### config.mk
export PLATFORM = sky130hd
export DESIGN_NAME = mb_width_bridge_flat
export DESIGN_NICKNAME = d
export VERILOG_FILES = /design/src/rtl/mb_pkg.sv /design/src/rtl/mb_width_bridge_if.sv /design/src/rtl/mb_lane_mux.sv /design/src/rtl/mb_width_bridge.sv /design/src/flat_wrapper.sv
export SDC_FILE = /design/constraint.sdc
export NUM_CORES = 1
export LEC_CHECK = 0
export BUFFER_PORTS_ARGS = -buffer_cell sky130_fd_sc_hd__buf_2
export CAP_MARGIN = 5
export CORE_UTILIZATION = 30
export CTS_CLUSTER_SIZE = 10
export DETAILED_ROUTE_END_ITERATION = 12
export GPL_ROUTABILITY_DRIVEN = 0
export GPL_TIMING_DRIVEN = 0
export REMOVE_ABC_BUFFERS = 1
export SETUP_SLACK_MARGIN = 0.2
export SYNTH_ARGS = -nofsm -noshare
export SYNTH_HDL_FRONTEND = slang
export SYNTH_SLANG_ARGS = --single-unit
### constraint.sdc
create_clock -name clk -period 2.27 [get_ports clk]
set_clock_uncertainty 0.2 [all_clocks]
set_input_delay 0.1135 -clock clk [delete_from_list [all_inputs] [get_ports clk]]
set_output_delay 0.1135 -clock clk [all_outputs]
set_load 0.1 [all_outputs]
### src/rtl/mb_pkg.sv
`default_nettype none
// +----------------------------------------------------------------------------+
// | Module      : mb_pkg                                                       |
// | Description : Shared types, constants and helpers for the memory-bus      |
// |               width bridge (byte-lane steering, access-size clamping).     |
// | Revision    : 1.0  initial release                                         |
// +----------------------------------------------------------------------------+
package mb_pkg;

    // Memory-side data width (byte port) and default byte-address width
    localparam int MSZ         = 8;
    localparam int ASZ_DEFAULT = 17;

    typedef enum logic [1:0] {
        BSZ_BYTE = 2'd0,
        BSZ_HALF = 2'd1,
        BSZ_WORD = 2'd2
    } bsz_t;

    typedef enum logic [1:0] {
        IDLE  = 2'd0,
        XFER  = 2'd1,
        DRAIN = 2'd2,
        DONE  = 2'd3
    } state_t;

    // Oversized requests silently shrink to the widest access the master supports
    function automatic logic [1:0] bsz_clamp(input logic [1:0] bsz, input logic [1:0] max_bsz);
        return (bsz > max_bsz) ? max_bsz : bsz;
    endfunction

    // Data lane that byte 'idx' of an 'n'-byte access travels on
    function automatic logic [1:0] lane_of(input logic [1:0] idx, input logic [2:0] n,
                                           input logic bigend);
        return bigend ? 2'(n - 3'd1 - {1'b0, idx}) : idx;
    endfunction

endpackage
`default_nettype wire

### src/rtl/mb_width_bridge_if.sv
`default_nettype none
// +----------------------------------------------------------------------------+
// | Module      : mb_width_bridge_if                                           |
// | Description : Master-side access bus of the width bridge: request,        |
// |               size, address, write data, read data and completion.        |
// | Revision    : 1.0  initial release                                         |
// +----------------------------------------------------------------------------+
interface mb_width_bridge_if
    import mb_pkg::*;
#(
    parameter int DSZ = 32,
    parameter int ASZ = ASZ_DEFAULT
) ();

    logic           req;
    logic           we;
    logic [1:0]     bsz;
    logic [ASZ-1:0] ai;
    logic [DSZ-1:0] vi;
    logic [DSZ-1:0] vo;
    logic           rdy;
    logic           busy;

    modport master (output req, we, bsz, ai, vi, input  vo, rdy, busy);
    modport slave  (input  req, we, bsz, ai, vi, output vo, rdy, busy);

endinterface
`default_nettype wire

### src/rtl/mb_lane_mux.sv
`default_nettype none
// +----------------------------------------------------------------------------+
// | Module      : mb_lane_mux                                                  |
// | Description : Combinational byte-lane steering. Picks the write byte for  |
// |               the current issue index and decodes the read lane for the   |
// |               current capture index. MB_BIGEND_EN selects big-endian      |
// |               ordering within the access size (default little-endian).    |
// | Revision    : 1.0  initial release                                         |
// +----------------------------------------------------------------------------+
module mb_lane_mux
    import mb_pkg::*;
#(
    parameter int DSZ = 32
) (
    input  logic [DSZ-1:0] i_vi,
    input  logic [1:0]     i_widx,
    input  logic [2:0]     i_n,
    input  logic [1:0]     i_ridx,
    output logic [MSZ-1:0] o_wbyte,
    output logic [1:0]     o_rlane
);

    localparam int c_LANES = DSZ / MSZ;
`ifdef MB_BIGEND_EN
    localparam logic c_BIGEND = 1'b1;
`else
    localparam logic c_BIGEND = 1'b0;
`endif

    logic [1:0] w_wlane;

    // Map issue/capture indices to lanes and select the outgoing write byte
    always_comb begin
        w_wlane = lane_of(i_widx, i_n, c_BIGEND);
        o_rlane = lane_of(i_ridx, i_n, c_BIGEND);
        o_wbyte = '0;
        for (int k = 0; k < c_LANES; k++) begin
            if (w_wlane == 2'(k)) begin
                o_wbyte = i_vi[k*MSZ +: MSZ];
            end
        end
    end

endmodule
`default_nettype wire

### src/rtl/mb_width_bridge.sv
`default_nettype none
// +----------------------------------------------------------------------------+
// | Module      : mb_width_bridge                                              |
// | Description : Bridges a DSZ-bit master onto an 8-bit single-port memory. |
// |               Each access is split into 1/2/4 consecutive byte cycles;    |
// |               read bytes are assembled and returned with a rdy pulse.     |
// |               Define MB_BIGEND_EN for big-endian lane ordering.           |
// | Revision    : 1.0  initial release                                         |
// +----------------------------------------------------------------------------+
module mb_width_bridge
    import mb_pkg::*;
#(
    parameter int DSZ    = 32,
    parameter int ASZ    = ASZ_DEFAULT,
    parameter int RD_LAT = 1
) (
    input  logic             clk,
    input  logic             rst,
    mb_width_bridge_if.slave bus,
    output logic             m_we,
    output logic [ASZ-1:0]   m_ai,
    output logic [MSZ-1:0]   m_vi,
    input  logic [MSZ-1:0]   m_vo
);

    localparam int         c_LANES   = DSZ / MSZ;
    localparam logic [1:0] c_BSZ_MAX = 2'($clog2(c_LANES));
    localparam logic [1:0] c_S_IDLE  = IDLE;
    localparam logic [1:0] c_S_XFER  = XFER;
    localparam logic [1:0] c_S_DRAIN = DRAIN;
    localparam logic [1:0] c_S_DONE  = DONE;

    logic [1:0]     r_state;
    logic [ASZ-1:0] r_addr;
    logic           r_we;
    logic [2:0]     r_n;
    logic [2:0]     r_idx;
    logic [2:0]     r_ccnt;
    logic [DSZ-1:0] r_vi;
    logic [RD_LAT:0] r_rv;      // bit k: a read byte was issued k cycles ago
    logic [DSZ-1:0] r_vo;
    logic           r_rdy;
    logic           r_busy;

    logic           w_accept;
    logic [2:0]     w_n_in;
    logic           w_issue;
    logic           w_issue_rd;
    logic           w_cap;
    logic           w_cap_last;
    logic [DSZ-1:0] w_src_vi;
    logic [2:0]     w_src_n;
    logic [1:0]     w_src_idx;
    logic [MSZ-1:0] w_wbyte;
    logic [1:0]     w_rlane;

    assign bus.vo   = r_vo;
    assign bus.rdy  = r_rdy;
    assign bus.busy = r_busy;

    // Decode this cycle's accept, issue and capture events; DONE accepts like IDLE
    always_comb begin
        w_accept   = bus.req && (r_state == c_S_IDLE || r_state == c_S_DONE);
        w_n_in     = 3'd1 << bsz_clamp(bus.bsz, c_BSZ_MAX);
        w_issue    = (r_state == c_S_XFER) && (r_idx != r_n);
        w_issue_rd = w_accept ? !bus.we : (w_issue && !r_we);
        w_cap      = r_rv[RD_LAT];
        w_cap_last = w_cap && (r_ccnt == r_n - 3'd1);
        // On the accept edge byte 0 comes straight from the request inputs
        w_src_vi   = w_accept ? bus.vi : r_vi;
        w_src_n    = w_accept ? w_n_in : r_n;
        w_src_idx  = w_accept ? 2'd0 : r_idx[1:0];
    end

    mb_lane_mux #(
        .DSZ (DSZ)
    ) u_lane_mux (
        .i_vi    (w_src_vi),
        .i_widx  (w_src_idx),
        .i_n     (w_src_n),
        .i_ridx  (r_ccnt[1:0]),
        .o_wbyte (w_wbyte),
        .o_rlane (w_rlane)
    );

    // Main FSM: accept a request, issue byte cycles, collect read bytes, pulse rdy
    always_ff @(posedge clk) begin
        if (rst) begin
            r_state <= c_S_IDLE;
            r_addr  <= '0;
            r_we    <= 1'b0;
            r_n     <= 3'd0;
            r_idx   <= 3'd0;
            r_ccnt  <= 3'd0;
            r_vi    <= '0;
            r_rv    <= '0;
            r_vo    <= '0;
            r_rdy   <= 1'b0;
            r_busy  <= 1'b0;
            m_we    <= 1'b0;
            m_ai    <= '0;
            m_vi    <= '0;
        end else begin
            r_rv <= {r_rv[RD_LAT-1:0], w_issue_rd};

            // Read data arrives in issue order, so a running count names the lane
            if (w_cap) begin
                for (int k = 0; k < c_LANES; k++) begin
                    if (w_rlane == 2'(k)) begin
                        r_vo[k*MSZ +: MSZ] <= m_vo;
                    end
                end
                r_ccnt <= r_ccnt + 3'd1;
            end

            if (w_accept) begin
                r_state <= c_S_XFER;
                r_addr  <= bus.ai;
                r_we    <= bus.we;
                r_n     <= w_n_in;
                r_vi    <= bus.vi;
                r_idx   <= 3'd1;
                r_ccnt  <= 3'd0;
                r_busy  <= 1'b1;
                r_rdy   <= 1'b0;
                m_we    <= bus.we;
                m_ai    <= bus.ai;
                m_vi    <= w_wbyte;
                // Reads zero-extend, so clear upper lanes up front; writes leave vo alone
                if (!bus.we) begin
                    r_vo <= '0;
                end
            end else begin
                case (r_state)
                    c_S_XFER: begin
                        if (w_issue) begin
                            m_we  <= r_we;
                            m_ai  <= r_addr + ASZ'(r_idx);
                            m_vi  <= w_wbyte;
                            r_idx <= r_idx + 3'd1;
                        end else begin
                            m_we <= 1'b0;
                            if (r_we) begin
                                r_state <= c_S_DONE;
                                r_rdy   <= 1'b1;
                                r_busy  <= 1'b0;
                            end else begin
                                r_state <= c_S_DRAIN;
                            end
                        end
                    end
                    c_S_DRAIN: begin
                        if (w_cap_last) begin
                            r_state <= c_S_DONE;
                            r_rdy   <= 1'b1;
                            r_busy  <= 1'b0;
                        end
                    end
                    c_S_DONE: begin
                        r_state <= c_S_IDLE;
                        r_rdy   <= 1'b0;
                    end
                    default: begin
                        r_rdy <= 1'b0;
                    end
                endcase
            end
        end
    end

endmodule
`default_nettype wire

### src/flat_wrapper.sv
// flat-port wrapper written by rule: the top's interface ports become plain ports
module mb_width_bridge_flat import mb_pkg::*;
#(
    parameter int DSZ    = 32,
    parameter int ASZ    = ASZ_DEFAULT,
    parameter int RD_LAT = 1
)
  (clk, rst, m_we, m_ai, m_vi, m_vo, bus_req, bus_we, bus_bsz, bus_ai, bus_vi, bus_vo, bus_rdy, bus_busy);
  mb_width_bridge_if #(.DSZ(DSZ), .ASZ(ASZ)) bus_i ();
  input  logic clk;
  input  logic rst;
  output logic m_we;
  output logic [ASZ-1:0] m_ai;
  output logic [MSZ-1:0] m_vi;
  input  logic [MSZ-1:0] m_vo;
  input wire logic [$bits(bus_i.req)-1:0] bus_req;
  input wire logic [$bits(bus_i.we)-1:0] bus_we;
  input wire logic [$bits(bus_i.bsz)-1:0] bus_bsz;
  input wire logic [$bits(bus_i.ai)-1:0] bus_ai;
  input wire logic [$bits(bus_i.vi)-1:0] bus_vi;
  output wire logic [$bits(bus_i.vo)-1:0] bus_vo;
  output wire logic [$bits(bus_i.rdy)-1:0] bus_rdy;
  output wire logic [$bits(bus_i.busy)-1:0] bus_busy;
  assign bus_i.req = bus_req;
  assign bus_i.we = bus_we;
  assign bus_i.bsz = bus_bsz;
  assign bus_i.ai = bus_ai;
  assign bus_i.vi = bus_vi;
  assign bus_vo = bus_i.vo;
  assign bus_rdy = bus_i.rdy;
  assign bus_busy = bus_i.busy;
  mb_width_bridge #(.DSZ(DSZ), .ASZ(ASZ), .RD_LAT(RD_LAT)) u_core (.clk(clk), .rst(rst), .bus(bus_i), .m_we(m_we), .m_ai(m_ai), .m_vi(m_vi), .m_vo(m_vo));
endmodule
==> flow_summary.ini <==
[outcome]
status = completed

[timing]
hold_violations = 0
rsz0062_at_grt = yes
drv_slew = 0
fmax_mhz = 459
setup_viol = 0
slew_headroom_pct = 38.8
fin_crit_sh_pct = 96.1
max_slew.worst_pin.slew_ns = 0.918
layout_min_cycle_time_ns = 2.18

[grt]
track_usage_pct = 18.4
grt_pass1_vias = 4942
grt_max_degree = 89
antenna_found_initial = 0
grt_first_pass_wirelength_um = 26100
grt-ovfl-total = 0

[place]
dp_cells = 953
dpl.hpwl_um = 8930
dpl_cell_area_um2 = 6200
portBuffers = 122

[clock_network]
worstSkewPairLatency_ns = 0.42
cts.sinks = 123
clk_path_buf_depth = 2
htreeDepth = 4
cts_buffers = 17
clkTransAtPathRegs_ns = 0.06
tritoncts = yes
cts-root-buf = clkbuf_16

[final_layout]
seqCellArea_um2 = 2490
nFillCells = 1683
fin_area_um2 = 8070
fin_cells = 1089
drive_gt1_share_pct = 29.1
multiInputGateArea_um2 = 2860
nets = 932
syn_to_final_growth_pct = 50.4
n_antenna_cell = 0

[synth]
synth_area_um2 = 5360
syn_inst = 649
synthTopCellsByArea = dfxtp_1, nand2_1, a21oi_1
synth_ff_type = dfxtp_1
ys_seq_area_share_pct = 45.9
yosys_warnings = 0
yosysUniqueCellTypes = 48
synth_seq_cells = 123
postSynthAreaPerCell_um2 = 8.26
synth_edf_count = 0
async_flop_share_pct = 0
synth_top_area_share_pct = 45.9
yosysTopAreaCell = dfxtp_1

[route]
drt_first_iter_violations = 219
drt-vias-per-instance = 4.85
drtPass1Iterations = 5
wl_um = 16900
wl_per_cell_um = 15.5
vias = 5287
ant_nets = 0
route.detailed.drc = 0

[die]
core_area_um2 = 17400
die_h_um = 136
fp.dieW_um = 136
initial_core_util_pct = 30.9
fp.dieArea_um2 = 18400
row_count = 48
io_pins = 123

[setup_path]
r2r_start = u_core.r_addr[1]
arrival_ns = 2.30
end_kind = flop
worst_setup_path_start_kind = flop
crit_chain = ha_4 -> a21o_1 -> a21oi_4 -> or3_4 -> or4_4 -> a311oi_1
cp_slowest_stage_delay_ns = 0.41
cp_max_fo = 4
worstSetupStartpoint = u_core.r_addr[1]
worstPathRequired_ns = 2.39
critical-path-top-delay-family = simple AND/OR/NAND/NOR gates
critPathBufInv = 0
timing.setup.critical_path_class = reg2reg
cp_slowest_cell = or4_4

[min_path]
hp-start = bus_req
hold_path.class = in2reg

[pwr]
p_per_area_nw_per_um2 = 1320
ir_drop_v = 0.000664
p_leak_nw = 3.30

[job]
cap_violations = 0
[final cells by class]
cell class / count / share of cell area (%)
tap: 225 / 3.49
clock buffer: 22 / 5.76
clock inverter: 7 / 0.869
sequential: 123 / 30.9
inverter: 10 / 0.527
multi-input combinational: 470 / 35.5
timing repair buffer: 232 / 23.0
[flip-flops by register name, summed over array words and instances, names as in the netlist]
name / count
u_core.m_vi: 8
u_core.r_vi: 32
u_core.r_idx: 3
u_core.m_we: 1
u_core.r_addr: 17
u_core.bus.busy: 1
u_core.r_ccnt: 3
u_core.r_we: 1
u_core.r_rv: 2
u_core.m_ai: 17
u_core.bus.rdy: 1
u_core.r_n: 3
u_core.r_state: 2
u_core.bus.vo: 32
[worst min-delay path, stage by stage]
cell and delay, ns:
buf_2 0.14, nor2b_2 0.23, nand2_1 0.08, a21oi_1 0.05
[synthesized netlist by cell type, types with 2 or more instances]
cell / number
nor4_1: 3
a311oi_1: 9
or4_1: 2
xnor2_1: 14
o21ai_0: 5
nor2b_1: 2
a21oi_1: 99
buf_2: 4
a31oi_1: 3
nand2_1: 169
nand4_1: 2
nand4_4: 2
nor3_1: 9
nor2_1: 31
a21o_1: 2
o31ai_1: 2
clkbuf_1: 36
nand4b_1: 3
mux2i_1: 2
a211oi_1: 3
nand3_1: 41
o22ai_1: 3
o221ai_1: 4
inv_1: 10
and2_0: 7
ha_1: 14
a221oi_1: 2
mux2_1: 3
nand2b_1: 3
mux4_2: 8
buf_1: 6
xor2_1: 8
dfxtp_1: 123
[report_power, final]
part	leakage [nW]	total, mW	switching [mW]	internal [mW]
Clock	0.250	2.51	0.974	1.54
Combinational	2.04	5.16	3.33	1.83
Sequential	1.01	3.00	0.353	2.64
[cell families after synthesis]
logic type,share of synthesized area (%)
mux,4.36
compound gates,14.8
flops,45.9
simple gates,23.1
fa+ha+maj,3.64
xor+xnor,4.01
buf+inv,4.15
[worst paths after layout]
kind	end	slack [ns]	cells past startpoint
max reg2reg	u_core.m_ai[15]	0.09	6
max	u_core.m_ai[15]	0.09	6
min	u_core.r_addr[13]	0.04	4
min reg2reg	u_core.r_rv[1]	0.23	1
[per-stage QoR]
stage          setup WS (ns)  power, mW  TNS [ns]  hold WS (ns)  util [%]
2_1_floorplan          -1.54       5.93   -161.09       -0.0174         -
3_3_place_gp           -3.40       6.15   -360.52         0.155      35.0
3_5_place_dp          -0.813       6.94    -41.79         0.159      35.7
4_1_cts               0.0652       10.3         0        0.0168      44.7
5_1_grt               0.0539       11.2         0        0.0358      46.5
6_report              0.0895       10.7         0        0.0449      46.5
[routing by layer]
metal / wire (um) / vias to the layer above / track usage (%)
li1: - / 2640 / -
met1: 7570 / 2469 / 23.2
met2: 8170 / 159 / 30.8
met3: 905 / 19 / 3.93
met4: 211 / 0 / 6.37
met5: 0 / - / 0
[layout by cell type, fill, tap and decap left out, types with 4 or more instances in the layout]
cell type	n
o21ai_0	5
xor2_1	8
o221ai_1	4
and2_4	6
dfxtp_1	114
mux4_2	8
a311oi_1	9
nor2_1	31
dfxtp_4	8
a21oi_1	97
inv_1	6
clkinvlp_4	4
buf_16	7
nand3_1	41
buf_4	33
xnor2_1	12
nor3_1	9
ha_4	4
buf_2	122
clkbuf_16	20
ha_1	9
nand2_1	167
dlygate4sd3_1	60
[timing repair]
item / CTS / global route
buffers inserted: 21 / 17
hold endpoints to repair: 110 / 0
resized for setup: 34 / 34
cloned: 6 / 3
pin swaps: 20 / 24
hold buffers: 60 / 0
endpoints found under the setup margin: 114 / 59
Power figures use the tool's default switching activity.
